File: src/rtl/ps2_host_tx.sv
// Host-to-device PS/2 transmitter: inhibits the bus, issues a request-to-send,
// shifts one command byte out on device clock falls and checks the device ACK.
module ps2_host_tx #(
    parameter int INHIBIT_CYCLES = 5000,
    parameter int TIMEOUT_CYCLES = 1000000
) (
    input  logic       clock,
    input  logic       reset,
    input  logic [7:0] tx_data,
    input  logic       tx_start,
    output logic       tx_busy,
    output logic       tx_done,
    output logic       tx_err,
    input  logic       ps2_clk_in,
    input  logic       ps2_data_in,
    output logic       ps2_clk_oe,
    output logic       ps2_data_oe
);
    localparam int IW = $clog2(INHIBIT_CYCLES + 1);
    localparam int TW = $clog2(TIMEOUT_CYCLES + 1);

    typedef enum logic [2:0] {
        IDLE,
        INHIBIT,
        REQ,
        XFER,
        ACK,
        WAIT_IDLE
    } state_t;

    state_t        state, state_nx;
    logic [2:0]    clk_sync;   // [1:0] synchroniser, [2] previous synced value
    logic [1:0]    data_sync;
    logic          clk_s, data_s, fall;
    logic [9:0]    shift, shift_nx;
    logic [3:0]    nbit, nbit_nx;
    logic [IW-1:0] icnt, icnt_nx;
    logic [TW-1:0] wd, wd_nx;
    logic          wd_active, timeout, nack;
    logic          busy_nx, done_nx, err_nx, clk_oe_nx, data_oe_nx;

    // Synchronisers come out of reset at the idle (high) bus level so no
    // spurious edge is seen.
    always_ff @(posedge clock) begin
        if (reset) begin
            clk_sync  <= 3'b111;
            data_sync <= 2'b11;
        end else begin
            clk_sync  <= {clk_sync[1:0], ps2_clk_in};
            data_sync <= {data_sync[0], ps2_data_in};
        end
    end

    assign clk_s  = clk_sync[1];
    assign data_s = data_sync[1];
    assign fall   = clk_sync[2] & ~clk_sync[1];

    always_ff @(posedge clock) begin
        if (reset) begin
            state       <= IDLE;
            shift       <= '0;
            nbit        <= '0;
            icnt        <= '0;
            wd          <= '0;
            tx_busy     <= 1'b0;
            tx_done     <= 1'b0;
            tx_err      <= 1'b0;
            ps2_clk_oe  <= 1'b0;
            ps2_data_oe <= 1'b0;
        end else begin
            state       <= state_nx;
            shift       <= shift_nx;
            nbit        <= nbit_nx;
            icnt        <= icnt_nx;
            wd          <= wd_nx;
            tx_busy     <= busy_nx;
            tx_done     <= done_nx;
            tx_err      <= err_nx;
            ps2_clk_oe  <= clk_oe_nx;
            ps2_data_oe <= data_oe_nx;
        end
    end

    // Watchdog restarts on every fall and is held at zero outside the
    // device-clocked states, which also clears it on entry.
    assign wd_active = (state == XFER) || (state == ACK) || (state == WAIT_IDLE);
    assign timeout   = wd_active && !fall && (wd == TW'(TIMEOUT_CYCLES - 1));

    always_comb begin
        state_nx   = state;
        shift_nx   = shift;
        nbit_nx    = nbit;
        icnt_nx    = icnt;
        busy_nx    = tx_busy;
        done_nx    = 1'b0;
        err_nx     = 1'b0;
        clk_oe_nx  = ps2_clk_oe;
        data_oe_nx = ps2_data_oe;
        nack       = 1'b0;
        wd_nx      = (!wd_active || fall) ? '0 : wd + TW'(1);

        case (state)
            IDLE: begin
                // a request landing on the done/error cycle is dropped
                if (tx_start && !tx_done && !tx_err) begin
                    state_nx   = INHIBIT;
                    shift_nx   = {1'b1, ~^tx_data, tx_data};
                    nbit_nx    = '0;
                    icnt_nx    = '0;
                    busy_nx    = 1'b1;
                    clk_oe_nx  = 1'b1;
                    data_oe_nx = 1'b0;
                end
            end
            INHIBIT: begin
                if (icnt == IW'(INHIBIT_CYCLES - 1)) begin
                    state_nx   = REQ;
                    data_oe_nx = 1'b1;
                end else begin
                    icnt_nx = icnt + IW'(1);
                end
            end
            REQ: begin
                state_nx  = XFER;
                clk_oe_nx = 1'b0;
            end
            XFER: begin
                if (fall) begin
                    data_oe_nx = ~shift[0];
                    shift_nx   = {1'b0, shift[9:1]};
                    nbit_nx    = nbit + 4'd1;
                    if (nbit == 4'd9)
                        state_nx = ACK;
                end
            end
            ACK: begin
                if (fall) begin
                    if (data_s)
                        nack = 1'b1;
                    else
                        state_nx = WAIT_IDLE;
                end
            end
            WAIT_IDLE: begin
                if (clk_s && data_s) begin
                    state_nx   = IDLE;
                    done_nx    = 1'b1;
                    busy_nx    = 1'b0;
                    data_oe_nx = 1'b0;
                end
            end
            default: state_nx = IDLE;
        endcase

        // a completion in the same cycle as the watchdog expiry still counts
        if ((nack || timeout) && !done_nx) begin
            state_nx   = IDLE;
            err_nx     = 1'b1;
            busy_nx    = 1'b0;
            clk_oe_nx  = 1'b0;
            data_oe_nx = 1'b0;
        end
    end
endmodule

File: config.mk
export PLATFORM = sky130hd
export DESIGN_NAME = ps2_host_tx
export DESIGN_NICKNAME = d
export VERILOG_FILES = /design/src/rtl/ps2_host_tx.sv
export SDC_FILE = /design/constraint.sdc
export NUM_CORES = 1
export LEC_CHECK = 0
export ABC_AREA = 1
export BUFFER_PORTS_ARGS = -buffer_cell sky130_fd_sc_hd__buf_2
export CAP_MARGIN = 20
export CORE_ASPECT_RATIO = 0.7
export CORE_MARGIN = 3
export CORE_UTILIZATION = 60
export DETAILED_ROUTE_END_ITERATION = 8
export PLACE_DENSITY_LB_ADDON = 0.05
export SETUP_SLACK_MARGIN = 0.1
export SYNTH_ARGS = -nofsm -noshare
export SYNTH_HDL_FRONTEND = slang
export SYNTH_SLANG_ARGS = --single-unit
File: constraint.sdc
create_clock -name clock -period 3.9 [get_ports clock]
set_input_delay 0.585 -clock clock [delete_from_list [all_inputs] [get_ports clock]]
set_output_delay 0.585 -clock clock [all_outputs]
set_load 0.005 [all_outputs]
==> flow_summary_export.csv, run 1 <==
group,metric,value,unit
clocking,clk_pin_slew,0.06,ns
clocking,clockBufferDepth,2,
setup_path,critPathBufInv,1,
setup_path,worstPathMaxFanout,14,
die,die_h,66.8,um
yosys,synth-compound-area-share,12.0,%
placed_design,place_ws,1.47,ns
layout,num-fill-cells,441,
yosys,synth_top_area_share,37.9,%
detailed_routing,drt_wl_total,6710,um
setup_path,max_stage_delay,0.67,ns
yosys,seq_area_frac_synth,37.9,%
layout,final_nets,488,
clocking,cts_tree,"done",
yosys,synth_edf_count,0,
layout,layout-drive-gt1-share,13.3,%
sta,hold_viol,0,
yosys,synthDistinctLibCells,40,
clocking,postCtsHoldBufs,0,
sta,fmax,436,MHz
die,dieArea,0.00620,mm2
setup_path,endpoint_kind,"flip-flop",
yosys,synthArstFlopShare,0,%
die,core_area,0.00494,mm2
clocking,cts.sinks,60,
yosys,synth_top_area_cell,"dfxtp_1",
layout,final_common_cell,"nand2_1",
detailed_routing,postRouteAntennaNets,0,
yosys,synth.area.top_cells,"dfxtp_1, nand2_1, nor2_1, inv_1, a21oi_1",
detailed_routing,via_per_inst,5.37,
setup_path,worstPathArrival,2.55,ns
setup_path,crit_family,"simple AND/OR/NAND/NOR gates",
detailed_routing,drc_errors,0,
placed_design,dp.cells,529,
sta,fin_crit_sh,58.8,%
sta,fin_skew,0.00505,ns
grt,overflow,0,
placed_design,routabilityCongestion,0.881,
clocking,root_buffer,"clkbuf_8",
grt,grt_pass1_vias,2451,
grt,grt_max_degree,22,
sta,relSlewSlack,57.3,%
sta,min_period,2.29,ns
layout,finalNonFillerCells,542,
grt,grt_first_pass_wirelength,11200,um
die,ios,18,
setup_path,required,4.16,ns
sta,worstMarginPinSlew,0.638,ns
run_status,status,"finished, final reports clean",
power_and_ir_drop,p_per_area,536,mW/mm2
yosys,syn-num-nets,471,
sta,rsz0062_at_grt,"false",
die,start_util,64.1,%
layout,layout_common_cells,"nand2_1, dfxtp_1, nor2_1, inv_1, a21oi_1",
detailed_routing,drt-pass1-iter-count,5,
sta,setup-violations-final,0,
setup_path,cp_slowest_cell,"dfxtp_1",
clocking,cts-htree-levels,3,
layout,regArea,0.00120,mm2
sta,fin_ws,1.61,ns
yosys,ys_ff_latch,60,
clocking,ctsResizeCount,0,
detailed_routing,wl_per_cell,12.4,um
sta,drv_slew,0,
die,num_rows,21,
yosys,ys_warn_count,0,
grt,antenna_found_initial,0,
yosys,synth-simple-area-share,36.9,%
clocking,cts_setup_buffers,0,
layout,multi_input_area,0.00167,mm2
yosys,avgSynthCellArea,6.98,um2
die,die_w,92.8,um
layout,antennaDiodeCount,0,
yosys,synth_xor_area_share,2.21,%
flow_run,drv_cap,0,
grt,grtUsageTotal,23.3,%
yosys,synth_top_family_by_area,"simple AND/OR/NAND/NOR gates",
power_and_ir_drop,peakVddDrop,0.000356,V
setup_path,crit_type,"reg -> reg",
yosys,synth_area,0.00317,mm2
placed_design,numPortBuffers,17,
yosys,synthAdderAreaFrac,1.58,%
power_and_ir_drop,p_leak,1.36,nW
sta,finalSetupTns,0,ns
power_and_ir_drop,power.total,1.85,mW
detailed_routing,drt_iter0_markers,250,
layout,syn2layout_area_growth,8.77,%
placed_design,hpwlAfterDp,4980,um
min_path,holdCritPathClass,"reg -> reg",
clocking,clkLatencyLatePin,0.33,ns
setup_path,start_kind,"flip-flop",
setup_path,crit_chain,"nand3_2 > a21oi_2 > nand2_1 > inv_1 > o21ai_0 > a21oi_1",
clocking,numCtsBuffers,9,
yosys,syn_inst,454,
yosys,synthMuxAreaShare,0,%
detailed_routing,route.vias.total,2909,
yosys,synthFlopType,"dfxtp_1",
## flip-flops by register name, indices dropped and copies added, names as in the netlist
name         count
nbit             4
ps2_data_oe      1
wd              20
shift           10
tx_busy          1
ps2_clk_oe       1
tx_done          1
tx_err           1
clk_sync         3
state            3
data_sync        2
icnt            13
## synth_stat cells (2+ instances only)
master and n:
xnor2_1 6, dfxtp_1 60, o21ai_1 2, a21oi_1 33
a31oi_1 9, nor2_8 2, nand4_1 4, o21ai_0 21
nand2_1 113, a21oi_2 2, nor2_2 4, inv_2 2
nand2_4 5, nor2_1 55, clkbuf_1 2, ha_1 4
nand3_1 30, buf_6 5, nand2_2 2, nor3_2 3
nor2_4 2, nand3_2 3, xor2_1 2, buf_2 3
nor3_1 13, or2_2 5, inv_1 49
## metal layers
metal  GRT usage, %  up-vias  share of wire, %
li1               -     1492                 -
met1           35.0     1304                52
met2           31.1      107                39
met3           8.24        6               7.9
met4           5.30        0              0.54
met5              0        -                 0
## layout make-up
class / count / share of cell area, %
flip-flops and latches: 60 / 34.9
clock inverters: 3 / 1.89
multi-input cells: 329 / 48.5
well taps: 69 / 2.51
repair buffers: 17 / 2.47
inverters: 54 / 6.10
clock buffers: 10 / 3.71
## worst reg2reg max path: stages (launching register included)
cell and delay [ns]:
dfxtp_1 0.67, nand3_2 0.38, a21oi_2 0.23, nand2_1 0.33, inv_1 0.33, o21ai_0 0.14
a21oi_1 0.15
## metrics by stage
step	cell area, um2	hold WS (ns)	util (%)
3_3_place_gp	3250	0.396	65.8
2_1_floorplan	3170	0.389	-
4_1_cts	3440	0.417	69.7
5_1_grt	3440	0.433	69.7
3_5_place_dp	3250	0.398	65.8
6_report	3440	0.414	69.7
## logic make-up after synthesis
kind of cell | Yosys count
adders and majority gates | 4
AOI/OAI and AO/OA | 70
xor gates and xnor gates | 8
buffers and inverters | 65
and+or+nand+nor | 247
DFF | 60
## path summary, 6_finish.rpt
path	from	to	slack (ns)	depth (start not counted)
worst max-delay path	state[1]	wd[3]	1.61	6
worst min-delay path	data_sync[0]	data_sync[1]	0.41	1
worst max register to register	state[1]	wd[3]	1.61	6
worst min register to register	data_sync[0]	data_sync[1]	0.41	1
## power breakdown
group	total (mW)	internal (mW)	switching, mW
Combinational	0.515	0.177	0.338
Sequential	0.758	0.681	0.0764
Clock	0.573	0.348	0.225
No activity file was read; power rests on OpenSTA's default activity.
==> run 2, diff against run 1 <==
--- a/config.mk
+++ b/config.mk
@@ -5,12 +5,12 @@
 export SDC_FILE = /design/constraint.sdc
 export NUM_CORES = 1
 export LEC_CHECK = 0
-export ABC_AREA = 1
+export ABC_AREA = 0
 export BUFFER_PORTS_ARGS = -buffer_cell sky130_fd_sc_hd__buf_2
 export CAP_MARGIN = 20
 export CORE_ASPECT_RATIO = 0.7
 export CORE_MARGIN = 3
-export CORE_UTILIZATION = 60
+export CORE_UTILIZATION = 54
 export DETAILED_ROUTE_END_ITERATION = 8
 export PLACE_DENSITY_LB_ADDON = 0.05
 export SETUP_SLACK_MARGIN = 0.1
==> constraint.sdc (replaced) <==
create_clock -name clock -period 2.1 [get_ports clock]
set_input_delay 0.315 -clock clock [delete_from_list [all_inputs] [get_ports clock]]
set_output_delay 0.315 -clock clock [all_outputs]
set_load 0.005 [all_outputs]
==> flow_summary_export.csv, run 2 <==
group,metric,value,unit
yosys,avgSynthCellArea,8.32,um2
yosys,synthArstFlopShare,0,%
clocking,cts-htree-levels,3,
sta,fin_skew,0.00207,ns
yosys,yosysMostFrequentCell,"dfxtp_1",
die,die_h,66.0,um
sta,min_period,1.99,ns
setup_path,regToRegStartpoint,"state[0]",
yosys,synth_common_cells,"dfxtp_1, nor2_1, nand2_1",
die,start_util,57.1,%
yosys,synth_edf_count,0,
placed_design,place_ws,0.0358,ns
sta,hold_viol,0,
flow_run,drv_cap,0,
detailed_routing,drt-pass1-iter-count,5,
grt,grt_first_pass_wirelength,9670,um
yosys,seq_area_frac_synth,43.2,%
yosys,synth_area,0.00278,mm2
sta,worstMarginPinSlew,0.527,ns
min_path,hold_depth,2,
detailed_routing,drc_errors,0,
yosys,syn_inst,334,
sta,finalSetupTns,0,ns
grt,overflow,0,
setup_path,start_kind,"flip-flop",
clocking,clkLatencyLatePin,0.34,ns
die,die_w,91.7,um
setup_path,crit_type,"reg -> reg",
setup_path,regToRegSetupSlack,0.11,ns
sta,drv_slew,0,
placed_design,routabilityCongestion,0.840,
die,core_area,0.00486,mm2
yosys,synth.area.top_cells,"dfxtp_1, nor2_1, nand2_1, xnor2_1, xor2_1",
min_path,hp-start,"ps2_clk_in",
setup_path,rr_worst_depth,5,
sta,rsz0062_at_grt,"true",
setup_path,worst_r2r_endpoint,"icnt[3]",
clocking,numCtsBuffers,9,
sta,fin_ws,0.111,ns
setup_path,worstPathMaxFanout,9,
run_status,status,"finished, final reports clean",
detailed_routing,route.vias.total,2305,
setup_path,setup.worst_path.start,"state[0]",
yosys,synthFlopType,"dfxtp_1",
setup_path,required,2.37,ns
sta,fmax,503,MHz
die,ios,18,
clocking,cts.sinks,60,
yosys,synth_top_area_share,43.2,%
sta,fin_crit_sh,94.7,%
layout,final_nets,377,
power_and_ir_drop,p_leak,1.18,nW
die,dieArea,0.00605,mm2
yosys,synthDistinctLibCells,39,
layout,final_common_cell,"dfxtp_1",
layout,layout_common_cells,"dfxtp_1, nor2_1, nand2_1, buf_2",
yosys,syn-num-nets,351,
placed_design,numPortBuffers,17,
setup_path,worstPathArrival,2.26,ns
yosys,ys_ff_latch,60,
sta,relSlewSlack,64.6,%
sta,setup-violations-final,0,
layout,largest_register_ffs,20,
detailed_routing,postRouteAntennaNets,0,
detailed_routing,via_per_inst,5.32,
layout,post-route-util,66.2,%
layout,reg.largest.list,"wd: 20 flops, icnt: 13 flops, shift: 10 flops",
min_path,whs_endpoint,"clk_sync[0]",
placed_design,hpwlAfterDp,3920,um
clocking,clk_pin_slew,0.06,ns
clocking,clockBufferDepth,2,
power_and_ir_drop,p_per_area,959,mW/mm2
clocking,postCtsHoldBufs,0,
detailed_routing,wl_per_cell,12.9,um
yosys,ys_warn_count,0,
grt,grt_max_degree,23,
power_and_ir_drop,peakVddDrop,0.000448,V
setup_path,endpoint_kind,"flip-flop",
die,num_rows,21,
grt,antenna_found_initial,0,
grt,grt_pass1_vias,2063,
yosys,synth_top_area_cell,"dfxtp_1",
clocking,root_buffer,"clkbuf_8",
layout,regMostFlops,"wd",
layout,syn2layout_area_growth,15.8,%
detailed_routing,drt_wl_total,5590,um
min_path,holdCritPathClass,"in -> reg",
clocking,cts_tree,"done",
layout,antennaDiodeCount,0,
detailed_routing,drt_iter0_markers,109,
layout,layout-drive-gt1-share,18.1,%
grt,grtUsageTotal,20.3,%
-- run 2: cell count changes in the layout (fill, tap and decap cells not counted), moves of 6 or more --
| cell | previous run | this run |
|---|---|---|
| xor2_1 | 2 | 14 |
| nand2_1 | 113 | 42 |
| nand3_1 | 30 | 16 |
| and3_1 | 1 | 7 |
| nand2b_1 | 0 | 6 |
| a21oi_1 | 33 | 15 |
| buf_4 | 0 | 11 |
| xnor2_1 | 6 | 16 |
| a311oi_1 | 0 | 8 |
| nor3_1 | 13 | 7 |
| a31oi_1 | 9 | 0 |
| o21ai_0 | 21 | 10 |
| inv_1 | 49 | 5 |
-- run 2: critical path, stage by stage (launching register included) --
cell and delay [ns]:
dfxtp_1 0.31, or4b_4 0.55, or3_4 0.39, o21a_4 0.17, or3_1 0.36, a21oi_2 0.13
-- run 2: worst max path at each step --
stage / endpoint / slack [ns] / cells after the start
2_1_floorplan: icnt[3] / 0.14 / 6
3_3_place_gp: icnt[3] / 0.1 / 6
3_5_place_dp: icnt[3] / 0.04 / 6
4_1_cts: state[0] / 0.12 / 6
5_1_grt: state[0] / 0.04 / 7
6_report: icnt[3] / 0.11 / 5
-- run 2: cell families after synthesis --
logic type / Yosys count / synth area share [%]
mux: 4 / 1.58
flops: 60 / 43.2
xor+xnor: 30 / 9.46
buf+inv: 19 / 2.93
simple gates: 173 / 30.8
compound gates: 44 / 10.2
fa+ha+maj: 4 / 1.80
-- run 2: layout make-up --
class                   count  area (um2)
repair buffers             29         188
clock buffers              14         183
clock inverters             1        5.00
well taps                  69        86.3
fillers                   425        1650
flip-flops and latches     60        1200
inverters                   5        18.8
multi-input cells         255        1530
-- run 2: where the power goes --
group	switching, mW	total, mW	internal [mW]
Clock	0.422	0.971	0.549
Sequential	0.0872	1.33	1.25
Combinational	0.454	0.780	0.326
Total	0.963	3.08	2.12
-- run 2: layer usage --
| layer | global-route usage [%] | share of wire, % |
|---|---|---|
| met1 | 28.5 | 52 |
| met2 | 28.6 | 40 |
| met3 | 6.71 | 6.5 |
| met4 | 7.78 | 1.1 |
| met5 | 0 | 0 |
-- run 2: repair_timing --
action,CTS,global route
endpoints found under the setup margin,5,15
gates resized for setup,1,10
buffers inserted,0,1
pin swaps,1,1
-- run 2: per-stage QoR --
stage	instances	cell area, um2	hold WS (ns)	total power, mW
after floorplan	334	2780	0.389	1.88
after global placement	417	2980	0.392	2.06
after detailed placement	417	2980	0.394	2.07
after CTS	432	3170	0.142	3.06
after global routing	433	3220	0.154	3.25
final	433	3220	0.158	3.08
==> run 3, diff against run 2 <==
--- a/config.mk
+++ b/config.mk
@@ -13,6 +13,7 @@
 export CORE_UTILIZATION = 54
 export DETAILED_ROUTE_END_ITERATION = 8
 export PLACE_DENSITY_LB_ADDON = 0.05
+export RECOVER_POWER = 25
 export SETUP_SLACK_MARGIN = 0.1
 export SYNTH_ARGS = -nofsm -noshare
 export SYNTH_HDL_FRONTEND = slang
==> flow_summary_export.csv, run 3 (same netlist as run 2, synthesis figures left out) <==
group,metric,value,unit
layout,syn2layout_area_growth,15.6,%
sta,drv_slew,0,
placed_design,dp.cells,417,
min_path,hold_depth,2,
die,die_h,66.0,um
detailed_routing,drc_errors,0,
grt,grt_first_pass_wirelength,9670,um
setup_path,start_kind,"flip-flop",
clocking,cts.sinks,60,
grt,antenna_found_initial,0,
power_and_ir_drop,p_leak,1.17,nW
layout,layout_common_cells,"dfxtp_1, nor2_1, nand2_1, nand3_1, xnor2_1",
detailed_routing,drt_wl_total,5620,um
layout,layout-drive-gt1-share,17.0,%
sta,min_period,1.99,ns
die,dieArea,0.00605,mm2
placed_design,routabilityCongestion,0.840,
grt,grtUsageTotal,20.3,%
placed_design,hpwlAfterDp,3920,um
clocking,clkLatencyLatePin,0.34,ns
power_and_ir_drop,power.total,3.08,mW
detailed_routing,drt_iter0_markers,109,
setup_path,rr_worst_depth,5,
power_and_ir_drop,p_switching,0.966,mW
sta,relSlewSlack,53.6,%
layout,multi_input_area,0.00153,mm2
min_path,hp-start,"ps2_clk_in",
clocking,cts-htree-levels,3,
clocking,clk_pin_slew,0.06,ns
placed_design,dpl_cell_area,0.00298,mm2
placed_design,numPortBuffers,17,
sta,rsz0062_at_grt,"true",
sta,fin_crit_sh,94.7,%
layout,fin_area,0.00321,mm2
setup_path,worstPathMaxFanout,9,
power_and_ir_drop,cell_internal_pwr,2.12,mW
layout,final_nets,377,
setup_path,required,2.37,ns
layout,regMostFlops,"wd",
setup_path,regToRegSetupSlack,0.11,ns
power_and_ir_drop,seq_power_share,43.2,%
die,ios,18,
layout,num-fill-cells,428,
detailed_routing,postRouteAntennaNets,0,
power_and_ir_drop,peakVddDrop,0.000449,V
setup_path,endpoint_kind,"flip-flop",
layout,finalNonFillerCells,433,
clocking,root_buffer,"clkbuf_8",
clocking,numCtsBuffers,9,
detailed_routing,drt-pass1-iter-count,7,
die,core_area,0.00486,mm2
power_and_ir_drop,sw_frac_of_total,31.3,%
min_path,whs_endpoint,"clk_sync[0]",
detailed_routing,wl_per_cell,13.0,um
sta,worstMarginPinSlew,0.696,ns
layout,largest_register_ffs,20,
clocking,postCtsHoldBufs,0,
layout,final_common_cell,"dfxtp_1",
run_status,status,"finished, final reports clean",
setup_path,worst_r2r_endpoint,"icnt[3]",
die,start_util,57.1,%
detailed_routing,via_per_inst,5.30,
setup_path,crit_type,"reg -> reg",
clocking,clockBufferDepth,2,
clocking,cts_tree,"done",
grt,overflow,0,
die,num_rows,21,
layout,reg.largest.list,"wd: 20 flops, icnt: 13 flops, shift: 10 flops",
setup_path,worstPathArrival,2.26,ns
flow_run,drv_cap,0,
min_path,holdCritPathClass,"in -> reg",
sta,fmax,503,MHz
layout,post-route-util,66.1,%
sta,hold_viol,0,
sta,fin_skew,0.00186,ns
power_and_ir_drop,p_per_area,960,mW/mm2
grt,grt_max_degree,23,
setup_path,regToRegStartpoint,"state[0]",
power_and_ir_drop,p_comb_share,25.3,%
sta,finalSetupTns,0,ns
layout,antennaDiodeCount,0,
sta,setup-violations-final,0,
grt,grt_pass1_vias,2063,
layout,regArea,0.00120,mm2
die,die_w,91.7,um
power_and_ir_drop,p_clk_share,31.5,%
detailed_routing,route.vias.total,2293,
-- run 3: cell types whose count changed in the layout (fill, tap and decap cells not counted), sizes merged --
cell    before  now
buf         29   26
clkbuf      14   17
-- run 3: final cells by class --
class                      count  area share (%)
sequential                    60            37.4
tap                           69            2.69
clock buffer                  14            5.69
timing repair buffer          29            5.73
inverter                       5           0.584
multi-input combinational    255            47.7
clock inverter                 1           0.156
-- run 3: critical path, cell delays in order (launching register included) --
cell     delay, ns
dfxtp_1       0.31
or4b_4        0.55
or3_4         0.39
o21a_4        0.17
or3_1         0.36
a21oi_2       0.13
-- run 3: stage by stage --
| step | worst slack, ns | hold slack [ns] |
|---|---|---|
| after floorplan | 0.135 | 0.389 |
| after global placement | 0.0980 | 0.392 |
| after detailed placement | 0.0358 | 0.394 |
| after CTS | 0.117 | 0.142 |
| after global routing | 0.0426 | 0.154 |
| final | 0.111 | 0.157 |
-- run 3: power groups by stage --
| stage | Combinational [mW] | Sequential, mW | Clock (mW) |
|---|---|---|---|
| after floorplan | 0.560 | 1.32 | 0 |
| after global placement | 0.714 | 1.35 | 0 |
| after detailed placement | 0.723 | 1.35 | 0 |
| after CTS | 0.731 | 1.33 | 0.999 |
| after global routing | 0.861 | 1.35 | 1.04 |
| final | 0.779 | 1.33 | 0.972 |
-- run 3: what timing repair did --
| action | in CTS | in global routing |
|---|---|---|
| endpoints found under the setup margin | 5 | 15 |
| buffers inserted | 0 | 1 |
| cloned | 0 | 0 |
| pin swaps | 1 | 1 |
| resized for setup | 1 | 10 |
-- run 3: routing by layer --
metal / track usage (%) / vias up / wire (um)
li1: - / 1198 / -
met1: 28.5 / 1028 / 2920
met2: 28.6 / 59 / 2260
met3: 6.71 / 8 / 382
met4: 7.78 / 0 / 61
met5: 0 / - / 0
-- run 3: worst max path at each step --
stage               slack [ns]       end      from
CTS                       0.12  state[0]  icnt[10]
global route              0.04  state[0]   icnt[0]
floorplan                 0.14   icnt[3]  state[0]
detailed placement        0.04   icnt[3]  tx_start
finish                    0.11   icnt[3]  state[0]
global placement           0.1   icnt[3]  tx_start
